[src/rtl/weight_stream_mem.sv]
// Weight store: streamed load, LANES-wide backpressured readout.
// FSM sequences load/read with finish and error pulses.
module weight_stream_mem #(
    parameter int ELEM_W = 32,
    parameter int DEPTH  = 64,
    parameter int LANES  = 4
) (
    input  logic                    clk,
    input  logic                    rst,
    input  logic                    load_start,
    input  logic                    load_valid,
    input  logic [ELEM_W-1:0]       load_data,
    output logic                    load_ready,
    input  logic                    read_start,
    output logic                    out_valid,
    input  logic                    out_ready,
    output logic [LANES*ELEM_W-1:0] out_data,
    output logic                    out_last,
    output logic                    busy,
    output logic                    finish,
    output logic                    err
);
    localparam int ADDR_W = $clog2(DEPTH);
    localparam int NBEATS = DEPTH / LANES;
    localparam int BEAT_W = (NBEATS > 1) ? $clog2(NBEATS) : 1;
    localparam logic [ADDR_W-1:0] LAST_ADDR = ADDR_W'(DEPTH - 1);
    localparam logic [BEAT_W-1:0] LAST_BEAT = BEAT_W'(NBEATS - 1);

    typedef enum logic [1:0] {IDLE, LOAD, READ} state_t;

    state_t                   state;
    logic [ELEM_W-1:0]        mem [DEPTH];
    logic [ADDR_W-1:0]        wptr;
    logic [BEAT_W-1:0]        beat;
    logic [BEAT_W-1:0]        nbeat;
    logic [LANES*ELEM_W-1:0]  nbeat_data;
    logic                     accept_w;
    logic                     accept_b;
    logic                     start_err;

    assign accept_w  = load_valid && load_ready;
    assign accept_b  = out_valid && out_ready;
    assign nbeat     = (state == IDLE) ? '0 : beat + 1'b1;
    assign start_err = (state != IDLE) ? (load_start || read_start)
                                       : (load_start && read_start);

    // Gather the beat that will be presented next (beat 0 when starting)
    always_comb begin
        nbeat_data = '0;
        for (int k = 0; k < LANES; k++) begin
            nbeat_data[k*ELEM_W +: ELEM_W] =
                mem[ADDR_W'(nbeat) * ADDR_W'(LANES) + ADDR_W'(k)];
        end
    end

    // Storage is intentionally not reset so weights survive rst
    always_ff @(posedge clk) begin
        if (!rst && accept_w) begin
            mem[wptr] <= load_data;
        end
    end

    always_ff @(posedge clk) begin
        if (rst) begin
            state      <= IDLE;
            wptr       <= '0;
            beat       <= '0;
            load_ready <= 1'b0;
            out_valid  <= 1'b0;
            out_last   <= 1'b0;
            out_data   <= '0;
            busy       <= 1'b0;
            finish     <= 1'b0;
            err        <= 1'b0;
        end else begin
            finish <= 1'b0;
            err    <= start_err;
            unique case (state)
                IDLE: begin
                    if (load_start) begin
                        state      <= LOAD;
                        wptr       <= '0;
                        load_ready <= 1'b1;
                        busy       <= 1'b1;
                    end else if (read_start) begin
                        state     <= READ;
                        beat      <= '0;
                        out_valid <= 1'b1;
                        out_last  <= (NBEATS == 1);
                        out_data  <= nbeat_data;
                        busy      <= 1'b1;
                    end
                end
                LOAD: begin
                    if (accept_w) begin
                        wptr <= wptr + 1'b1;
                        if (wptr == LAST_ADDR) begin
                            state      <= IDLE;
                            load_ready <= 1'b0;
                            busy       <= 1'b0;
                            finish     <= 1'b1;
                        end
                    end
                end
                READ: begin
                    if (accept_b) begin
                        if (out_last) begin
                            state     <= IDLE;
                            out_valid <= 1'b0;
                            out_last  <= 1'b0;
                            busy      <= 1'b0;
                            finish    <= 1'b1;
                        end else begin
                            beat     <= nbeat;
                            out_data <= nbeat_data;
                            out_last <= (nbeat == LAST_BEAT);
                        end
                    end
                end
                default: state <= IDLE;
            endcase
        end
    end
endmodule

[config.mk]
export PLATFORM = sky130hd
export DESIGN_NAME = weight_stream_mem
export DESIGN_NICKNAME = d
export VERILOG_FILES = /design/src/rtl/weight_stream_mem.sv
export SDC_FILE = /design/constraint.sdc
export NUM_CORES = 2
export LEC_CHECK = 0
export ABC_AREA = 1
export BUFFER_PORTS_ARGS = -buffer_cell sky130_fd_sc_hd__buf_2
export CAP_MARGIN = 30
export CORE_MARGIN = 1
export CORE_UTILIZATION = 30
export DETAILED_ROUTE_END_ITERATION = 12
export GPL_TIMING_DRIVEN = 0
export PLACE_DENSITY_LB_ADDON = 0.15
export SYNTH_ARGS = -nofsm -noshare
export SYNTH_HDL_FRONTEND = slang
export SYNTH_SLANG_ARGS = --single-unit
[constraint.sdc]
create_clock -name clk -period 2.9 [get_ports clk]
set_clock_uncertainty 0.05 [all_clocks]
set_input_delay 0.29 -clock clk [delete_from_list [all_inputs] [get_ports clk]]
set_output_delay 0.29 -clock clk [all_outputs]
set_load 0.005 [all_outputs]
==> impl_metrics.env <==
export IMPL_cts_sinks=2194
export IMPL_cts_inserted_buffers=245
export IMPL_rows=204
export IMPL_cp_required_ps=3630
export IMPL_peakVddDrop_mv=0.501
export IMPL_critPathArrivalTime_ps=3600
export IMPL_hp_start="rst"
export IMPL_switching_share=0.326
export IMPL_slew_viol_final=0
export IMPL_critPathKind="flop to flop"
export IMPL_ant_nets=0
export IMPL_min_path_type="primary input to flop"
export IMPL_grt_max_degree=65
export IMPL_max_freq_ghz=0.349
export IMPL_cts_tree="built"
export IMPL_antenna_found_initial=30
export IMPL_cp_end_kind="flop"
export IMPL_intPower_w=0.0587
export IMPL_postLayoutCellArea_mm2=0.112
export IMPL_pwr_share_comb=0.243
export IMPL_wirelength_mm=332
export IMPL_htreeDepth=4
export IMPL_maxCapViolCount=0
export IMPL_dieWidth_um=561
export IMPL_place_area_mm2=0.103
export IMPL_status="completed"
export IMPL_min_period_over_period=0.988
export IMPL_finalSetupViolations=0
export IMPL_synth_edf_count=2048
export IMPL_globalRouteTotalUtil=0.208
export IMPL_path_clk_slew_ps=60
export IMPL_grt_busiest_layer="met2"
export IMPL_num_vias=64330
export IMPL_ys_seq_elements=2194
export IMPL_grt_pass1_wl_mm=466
export IMPL_drive_above_1_share=0.119
export IMPL_yosysWarningCount=0
export IMPL_ios=172
export IMPL_initial_utilization=0.302
export IMPL_hpwl_mm=223
export IMPL_final_core_util=0.362
export IMPL_p_per_area_mw_per_mm2=778
export IMPL_pwr_share_seq=0.414
export IMPL_hold_viol=0
export IMPL_crit_start="state[1]"
export IMPL_rsz0062_at_grt="true"
export IMPL_grt_util_met3=0.0285
export IMPL_vias_per_cell=4.59
export IMPL_synth_area_mm2=0.0937
export IMPL_async_flop_share=0
export IMPL_crit_fanout=10
export IMPL_final_nets=9713
export IMPL_wl_per_cell_um=23.7
export IMPL_port_buffers=171
export IMPL_worstMarginPinSlew_ps=1030
export IMPL_max_slew_margin_rel=0.312
export IMPL_synth_top_flop_cell="edfxtp_1"
export IMPL_die_area_mm2=0.315
export IMPL_clockBufferDepth=4
export IMPL_drc_errors=0
export IMPL_period_minus_slack_ps=2870
export IMPL_clkPwrFrac=0.343
export IMPL_gp_congestion=0.803
export IMPL_area_delta_synth_final_pct=19.6
export IMPL_gr_total_overflow=0
export IMPL_grt_use_met1=0.285
export IMPL_synthCells=9016
export IMPL_drt_iter0_drc=5999
export IMPL_drt_pass1_iter_count=6
export IMPL_coreArea_mm2=0.310
export IMPL_clock_latency_ps=930
export IMPL_die_h_um=561
export IMPL_avgSynthCellArea_um2=10.4
export IMPL_gr_usage_met2=0.339
export IMPL_yosysSeqAreaShare=0.687
export IMPL_first_global_vias=61085
export IMPL_p_leak_nw=46.4
export IMPL_switchingPower_w=0.0284
export IMPL_synth_nets=9060
export IMPL_cts_root_buffer="clkbuf_16"
export IMPL_r2r_start="state[1]"
export IMPL_start_kind="flop"
export IMPL_synth_cell_types=28
power by group through the flow:
stage / registers, W / clock network, W / logic (W)
floorplan: 0.0369 / 0 / 0.0112
global placement: 0.0368 / 0 / 0.0207
detailed placement: 0.0368 / 0 / 0.0210
CTS: 0.0361 / 0.0305 / 0.0213
global route: 0.0362 / 0.0316 / 0.0233
finish: 0.0361 / 0.0299 / 0.0212
repair_timing:
item	in CTS	in global routing
gates cloned	0	0
setup buffers	68	25
setup endpoints to repair	1783	391
hold buffers	38	0
pin swaps	32	11
endpoints found under the hold margin	1477	0
resized for setup	76	68
routing by layer:
| metal | vias up | share of wire |
|---|---|---|
| li1 | 30535 | - |
| met1 | 31559 | 0.44 |
| met2 | 1803 | 0.47 |
| met3 | 429 | 0.058 |
| met4 | 4 | 0.031 |
| met5 | - | 0.000081 |
critical path: stages (launching register included):
cell and delay [ps]:
dfxtp_1 400, inv_1 90, ha_1 200, buf_6 160, nor2_4 160, buf_6 260, buf_6 390, buf_4 290
nand2_1 70, nand3_1 80, nand3_1 90, nand3_1 140, nand3_1 190, nand2_1 110, inv_1 40
path summary, 6_finish.rpt:
kind / slack [ps] / depth (start not counted) / end
hold reg to reg: 440 / 2 / beat[3]
setup / recovery: 30 / 14 / out_data[109]
hold / removal: 90 / 3 / beat[2]
setup reg to reg: 30 / 14 / out_data[109]
kinds of logic (layout without fill, tap and decap cells):
family          count (synthesis)  in the layout  share of synthesized area
flops                        2194           2194                      0.687
buf+inv                      2415           3268                      0.103
fa+ha+maj                       6              6                   0.000801
other cells                     0             17                          0
compound gates                281            281                     0.0185
simple gates                 4120           4120                      0.190
layout make-up:
| type | instances | area, um^2 |
|---|---|---|
| plain buffers | 466 | 2710 |
| inverters | 1947 | 7310 |
| repair buffers | 408 | 4770 |
| diodes | 17 | 42.5 |
| clock buffers | 333 | 6670 |
| flip-flops and latches | 2194 | 64400 |
| well taps | 4120 | 5150 |
| fillers | 30645 | 198000 |
| clock inverters | 114 | 840 |
| multi-input cells | 4407 | 20200 |
flip-flops by register name, indices dropped and copies added, names as in the netlist:
signal and flops:
beat 4, out_data 128, wptr 6, mem 2048, finish 1, out_valid 1, state 2, load_ready 1
busy 1, out_last 1, err 1
placed cells by master (no fill, tap or decap), types with 7 or more instances in the layout:
cell type and n:
a21oi_1 16, buf_1 12, buf_12 97, buf_16 40, buf_2 397, buf_4 160, buf_6 17, buf_8 7
bufinv_16 11, clkbuf_1 133, clkbuf_16 247, clkbuf_2 19, clkbuf_4 19, clkbuf_8 20, clkinv_1 50, clkinv_2 46
dfxtp_1 146, diode_2 17, dlygate4sd3_1 38, edfxtp_1 2048, inv_1 1943, nand2_1 1958, nand3_1 1794, nand3_2 12
nand4_1 11, nor2_1 270, nor2_4 68, o21a_1 128, o21ai_0 79, o21ai_1 56
cells in the mapped netlist, types with 2 or more instances:
library cell / number / share of area
o21a_1: 128 / 0.010
a21oi_1: 16 / 0.00085
nor2_1: 335 / 0.013
o21ai_0: 80 / 0.0043
ha_1: 6 / 0.00080
nand2_1: 1958 / 0.078
inv_2: 2 / 0.000080
clkbuf_1: 82 / 0.0033
nor2_2: 3 / 0.00020
buf_4: 51 / 0.0041
buf_2: 302 / 0.016
buf_1: 25 / 0.0010
inv_1: 1943 / 0.078
nand3_1: 1805 / 0.096
nand4_1: 11 / 0.00073
o21ai_1: 55 / 0.0029
dfxtp_1: 146 / 0.031
buf_6: 8 / 0.00096
edfxtp_1: 2048 / 0.66
nor3_1: 4 / 0.00021
per-stage QoR:
stage	instances	TNS (ps)	hold WS (ps)	total power (W)	setup WS, ps
3_3_place_gp	13307	-4760360	412	0.0575	-2950
6_report	14006	0	93.1	0.0872	34.9
5_1_grt	13993	-306	118	0.0911	-64.7
4_1_cts	13964	0	32.5	0.0880	0.942
2_1_floorplan	9016	-24860	339	0.0480	-13.9
3_5_place_dp	13413	-731750	429	0.0578	-908
Power figures use the tool's default switching activity.
